`src/rtl/gps_pkg.sv`:
```
// Shared constants, state encoding and helpers for the GPRMC sentence transmitter.
// NMEA_CHECKSUM_EN selects the 20-byte sentence with a "*CC" checksum field.
package gps_pkg;

  localparam int DEF_CLK_FREQ  = 50_000_000;
  localparam int DEF_BAUD_RATE = 9600;

  localparam logic [7:0]  ASC_DOLLAR = 8'h24;
  localparam logic [7:0]  ASC_COMMA  = 8'h2C;
  localparam logic [7:0]  ASC_STAR   = 8'h2A;
  localparam logic [7:0]  ASC_A      = 8'h41;
  localparam logic [7:0]  ASC_CR     = 8'h0D;
  localparam logic [7:0]  ASC_LF     = 8'h0A;
  localparam logic [7:0]  ASC_ZERO   = 8'h30;
  localparam logic [39:0] ASC_GPRMC  = "GPRMC";

`ifdef NMEA_CHECKSUM_EN
  localparam int NUM_BYTES = 20;
`else
  localparam int NUM_BYTES = 17;
`endif

  typedef enum logic [1:0] {ST_IDLE, ST_LOAD, ST_SEND, ST_DONE} tx_state_t;

  function automatic logic [7:0] hex_ascii(input logic [3:0] n);
    return (n < 4'd10) ? (8'h30 + {4'h0, n}) : (8'h37 + {4'h0, n});
  endfunction

  function automatic logic [7:0] tens_ascii(input logic [5:0] v);
    logic [5:0] t;
    t = v / 6'd10;
    return ASC_ZERO + {2'b00, t};
  endfunction

  function automatic logic [7:0] units_ascii(input logic [5:0] v);
    logic [5:0] u;
    u = v % 6'd10;
    return ASC_ZERO + {2'b00, u};
  endfunction

endpackage

```
`src/rtl/uart_tx_byte.sv`:
```
// 8N1 byte serializer. ready rises during the final stop-bit clock so the next
// byte can be loaded on that edge, giving gapless back-to-back frames.
module uart_tx_byte
  import gps_pkg::*;
#(
  parameter int CPB = 5208
) (
  input  logic       clk,
  input  logic       rst,
  input  logic       load,
  input  logic [7:0] data,
  output logic       tx,
  output logic       ready
);

  localparam int CW = (CPB > 1) ? $clog2(CPB) : 1;

  logic          active;
  logic [9:0]    shreg;
  logic [3:0]    bit_cnt;
  logic [CW-1:0] baud_cnt;
  logic          baud_end;

  assign baud_end = (baud_cnt == CW'(CPB - 1));
  assign ready    = !active || (bit_cnt == 4'd9 && baud_end);
  // Line is driven from the async-reset flag so reset raises it immediately.
  assign tx       = active ? shreg[0] : 1'b1;

  always_ff @(posedge clk or posedge rst) begin
    if (rst) begin
      active   <= 1'b0;
      shreg    <= '1;
      bit_cnt  <= '0;
      baud_cnt <= '0;
    end else if (load && ready) begin
      active   <= 1'b1;
      shreg    <= {1'b1, data, 1'b0};
      bit_cnt  <= '0;
      baud_cnt <= '0;
    end else if (active) begin
      if (baud_end) begin
        baud_cnt <= '0;
        if (bit_cnt == 4'd9) begin
          active <= 1'b0;
        end else begin
          bit_cnt <= bit_cnt + 4'd1;
          shreg   <= {1'b1, shreg[9:1]};
        end
      end else begin
        baud_cnt <= baud_cnt + CW'(1);
      end
    end
  end

endmodule

```
`src/rtl/gps_sentence_tx.sv`:
```
// Sends "$GPRMC,hhmmss,A[*CC]\r\n" over UART from latched GPS time fields.
// Define NMEA_CHECKSUM_EN to include the XOR checksum field.
module gps_sentence_tx
  import gps_pkg::*;
#(
  parameter int CLK_FREQ  = DEF_CLK_FREQ,
  parameter int BAUD_RATE = DEF_BAUD_RATE
) (
  input  logic       clk,
  input  logic       rst,
  input  logic       start,
  input  logic [4:0] gps_hr,
  input  logic [5:0] gps_min,
  input  logic [5:0] gps_sec,
  output logic       uart_tx_pin,
  output logic       busy,
  output logic       done
);

  localparam int         CPB      = CLK_FREQ / BAUD_RATE;
  localparam logic [4:0] LAST_IDX = 5'(NUM_BYTES - 1);

  tx_state_t  state, next_state;
  logic [4:0] idx, tx_idx;
  logic [4:0] hr_q;
  logic [5:0] min_q, sec_q;
  logic [7:0] tx_byte;
  logic       ser_load, ser_ready;
`ifdef NMEA_CHECKSUM_EN
  logic [7:0] csum;
`endif

  uart_tx_byte #(.CPB(CPB)) u_ser (
    .clk   (clk),
    .rst   (rst),
    .load  (ser_load),
    .data  (tx_byte),
    .tx    (uart_tx_pin),
    .ready (ser_ready)
  );

  always_ff @(posedge clk or posedge rst) begin
    if (rst) state <= ST_IDLE;
    else     state <= next_state;
  end

  always_comb begin
    next_state = state;
    ser_load   = 1'b0;
    tx_idx     = idx + 5'd1;
    case (state)
      ST_IDLE: if (start) next_state = ST_LOAD;
      ST_LOAD: begin
        ser_load   = 1'b1;
        tx_idx     = 5'd0;
        next_state = ST_SEND;
      end
      ST_SEND: if (ser_ready) begin
        if (idx == LAST_IDX) next_state = ST_DONE;
        else                 ser_load   = 1'b1;
      end
      ST_DONE: next_state = ST_IDLE;
      default: next_state = ST_IDLE;
    endcase
  end

  assign busy = (state != ST_IDLE);
  assign done = (state == ST_DONE);

  always_comb begin
    tx_byte = ASC_LF;
    case (tx_idx)
      5'd0:  tx_byte = ASC_DOLLAR;
      5'd1:  tx_byte = ASC_GPRMC[39:32];
      5'd2:  tx_byte = ASC_GPRMC[31:24];
      5'd3:  tx_byte = ASC_GPRMC[23:16];
      5'd4:  tx_byte = ASC_GPRMC[15:8];
      5'd5:  tx_byte = ASC_GPRMC[7:0];
      5'd6:  tx_byte = ASC_COMMA;
      5'd7:  tx_byte = tens_ascii({1'b0, hr_q});
      5'd8:  tx_byte = units_ascii({1'b0, hr_q});
      5'd9:  tx_byte = tens_ascii(min_q);
      5'd10: tx_byte = units_ascii(min_q);
      5'd11: tx_byte = tens_ascii(sec_q);
      5'd12: tx_byte = units_ascii(sec_q);
      5'd13: tx_byte = ASC_COMMA;
      5'd14: tx_byte = ASC_A;
`ifdef NMEA_CHECKSUM_EN
      5'd15: tx_byte = ASC_STAR;
      5'd16: tx_byte = hex_ascii(csum[7:4]);
      5'd17: tx_byte = hex_ascii(csum[3:0]);
      5'd18: tx_byte = ASC_CR;
      5'd19: tx_byte = ASC_LF;
`else
      5'd15: tx_byte = ASC_CR;
      5'd16: tx_byte = ASC_LF;
`endif
      default: tx_byte = ASC_LF;
    endcase
  end

  always_ff @(posedge clk or posedge rst) begin
    if (rst) begin
      idx   <= '0;
      hr_q  <= '0;
      min_q <= '0;
      sec_q <= '0;
    end else begin
      if (state == ST_IDLE && start) begin
        hr_q  <= gps_hr;
        min_q <= gps_min;
        sec_q <= gps_sec;
      end
      if (ser_load) idx <= tx_idx;
    end
  end

`ifdef NMEA_CHECKSUM_EN
  // XOR covers bytes 1..14 (between '$' and '*'), folded in as each is loaded.
  always_ff @(posedge clk or posedge rst) begin
    if (rst) begin
      csum <= '0;
    end else if (ser_load) begin
      if (state == ST_LOAD)                        csum <= '0;
      else if (tx_idx >= 5'd1 && tx_idx <= 5'd14)  csum <= csum ^ tx_byte;
    end
  end
`endif

endmodule

```
`config.mk`:
```
export PLATFORM = sky130hd
export DESIGN_NAME = gps_sentence_tx
export DESIGN_NICKNAME = d
export VERILOG_FILES = /design/src/rtl/gps_pkg.sv /design/src/rtl/uart_tx_byte.sv /design/src/rtl/gps_sentence_tx.sv
export SDC_FILE = /design/constraint.sdc
export NUM_CORES = 1
export LEC_CHECK = 0
export ABC_AREA = 1
export CORE_UTILIZATION = 35
export DETAILED_ROUTE_END_ITERATION = 8
export PLACE_DENSITY = 0.61
export REMOVE_ABC_BUFFERS = 1
export SLEW_MARGIN = 10
export SYNTH_ARGS = -nofsm -noshare
export SYNTH_HDL_FRONTEND = slang
export SYNTH_SLANG_ARGS = --single-unit
export TNS_END_PERCENT = 30
```
`constraint.sdc`:
```
create_clock -name clk -period 2.3 [get_ports clk]
set_input_delay 0.69 -clock clk [delete_from_list [all_inputs] [get_ports clk]]
set_output_delay 0.69 -clock clk [all_outputs]
set_load 0.01 [all_outputs]
```
==> metrics <==
status=complete, no violations; Reg2Reg Setup Slack=0.18 ns; Synth top area share=29.9%; PwrDens=1230 nW/µm²; Fmax=0.456 GHz; Worst-Skew Late Latency=0.31 ns; CP endpoint kind=output port; clk slew on worst S/H paths=0.10 ns; post-synthesis cell area=3520 µm²; CTS sink count=51; Hold Fails Final Rpt=0; peak supply drop=0.459 mV; clock skew=0.0120 ns; Initial Utilization=36.0%; initial antenna violation count=0; routed vias/inst=4.76; Hold Crit Start=u_ser.shreg[8]; WL/cell=11.7 µm; CP Max Fanout=2; GP Congestion=0.856; GRT met1 Usage=21.2%; arrival time at the worst endpoint=1.50 ns; number of global-route vias before repair=3103; hold buffers post-CTS=0; total number of vias=3151; first-pass GRT wire length=13.7 mm; hold path cells=2; CTS root buffer=clkbuf_8; Seq cells post-synth=51; I/O pin cnt=23; Avg Synthesized Cell Area=7.07 µm²; CTS tree=built; number of synthesized flops with an enable pin=0; fill cell count=1039; multi-input logic area=1890 µm²; most frequent cells in the layout=nand2_1 (103), inv_1 (69), nor2_1 (62), nand3_1 (55), dfrtp_1 (41); Iter 0 DRT Violations=128; met2 Track Usage GR=27.8%; Global Route Usage Sum=16.6%; max cap viols=0; final setup vio count=0; Tcrit/Tclk final=95.4%; reg2reg start=idx[0]; DIE HEIGHT=102 µm; share of cells above drive strength 1=11.0%; Total Wirelength=7.75 mm; R2R Path End=u_ser.shreg[6]; total power=5.03 mW; RSZ-0062 raised after global routing=yes; hold endpoint=u_ser.shreg[8]; largest area contributor in the netlist=dfrtp_1; clock tree buffer depth=2; die width=102 µm; post-DP HPWL=6.01 mm; Post-synth ARST share=100%; R2R depth=13; nets=561; Mapped Cells=498; overall die area=10500 µm²; Port Buf Inserts=22; Placed Area=3930 µm²; ANT nets after route=0; WS Path Type=flip-flop to output port; core area=9770 µm²; startpoint types=flip-flop; Primary FF master, synth=dfrtp_1; total number of H-tree levels=2; Core Util, Final=41.9%; worst endpoint required time=1.61 ns; antenna cells=0; Rows=36; Seq/Total Area, Yosys=36.6%; Final Cell Area=4100 µm²; CTS buffer count=5; DRC=0; register area=1290 µm²; Hold Crit Class=flip-flop to flip-flop; area grow syn2layout=16.3%; yosys warns=0; fin crit period=2.19 ns; Cell variety after synth=43; DR pass1 iterations=4; Synth area leaders=dfrtp_1 (30%), nand2_1 (11%), nand3_1 (7.8%); GRT busiest layer=met2; largest net degree at the start of global routing=29; met3 usage=4.10%; commonest non-fill, non-tap cell in the layout=nand2_1; fin. max-slew vios=0; leak pwr=2.01 nW; grt ovf=0
## area by class of cell
class,count,share of cell area [%]
Multi-Input combinational cell,362,46.2
Inverter,76,7.03
Tap cell,133,4.06
Clock inverter,3,1.65
Clock buffer,5,1.68
Timing Repair Buffer,32,7.88
Sequential cell,51,31.5
## metrics by stage
step / worst slack (ns) / std cells / setup TNS, ns / hold WS [ns]
after global routing: -0.0125 / 662 / -0.0158 / 0.509
after detailed placement: 0.173 / 653 / 0 / 0.457
after CTS: 0.00420 / 662 / 0 / 0.475
final: 0.106 / 662 / 0 / 0.470
after global placement: 0.213 / 653 / 0 / 0.447
after floorplan: 0.280 / 489 / 0 / 0.442
## power breakdown
part / total, mW / switching, mW / internal, mW
clock: 0.755 / 0.321 / 0.434
combinational: 2.72 / 1.71 / 1.01
sequential: 1.55 / 0.287 / 1.26
## worst max-delay path, stage by stage (launching register included)
cell	delay (ns)
dfrtp_1	0.40
buf_4	0.15
ha_1	0.18
clkdlybuf4s50_1	0.47
## cells by family after synthesis
kind of cell | after synthesis | synth area share (%)
other | 1 | 0.107
buffers and inverters | 85 | 10.2
multiplexers | 2 | 0.640
AO/OA/AOI/OAI | 77 | 12.8
XOR/XNOR | 4 | 0.995
adder cells (fa/ha/maj) | 13 | 4.62
AND/OR/NAND/NOR | 265 | 34.0
flip-flops | 51 | 36.6
## how the worst max path moves through the flow
stage               cells past startpoint  startpoint                 to  slack [ns]
floorplan                              15    state[1]     u_ser.shreg[6]        0.28
global placement                       11      idx[0]     u_ser.shreg[3]        0.21
detailed placement                     15    state[1]     u_ser.shreg[6]        0.17
CTS                                     4    state[1]               busy       0.004
global route                            9      idx[0]  u_ser.baud_cnt[9]       -0.01
finish                                  3    state[0]               done        0.11
## metal layers
metal | part of all wire [%] | vias up | wire length (µm)
li1 | - | 1682 | -
met5 | 0 | - | 0
met1 | 48 | 1392 | 3700
met3 | 4.7 | 15 | 365
met4 | 1.7 | 0 | 129
met2 | 46 | 62 | 3550
## flip-flops by register name, indices dropped and copies added, names as in the netlist
name,flops
u_ser.baud_cnt,13
u_ser.bit_cnt,4
min_q,6
u_ser.active,1
u_ser.shreg,9
idx,5
state,2
hr_q,5
sec_q,6
## repair_timing
item                       in CTS  in global routing
setup buffers                   1                  0
resized for setup               0                  6
setup endpoints to repair       1                  8
cloned                          0                  0
## synth_stat cells (5+ instances only)
cell type	number
nand2_2	5
inv_2	5
nand4_1	12
dfrtp_1	42
nor2_1	63
nand3_1	55
nor3_1	11
o21ai_0	17
inv_1	70
ha_1	13
nand2_1	103
nor2_2	5
dfstp_2	9
a21oi_1	38
Power figures use the tool's default switching activity.
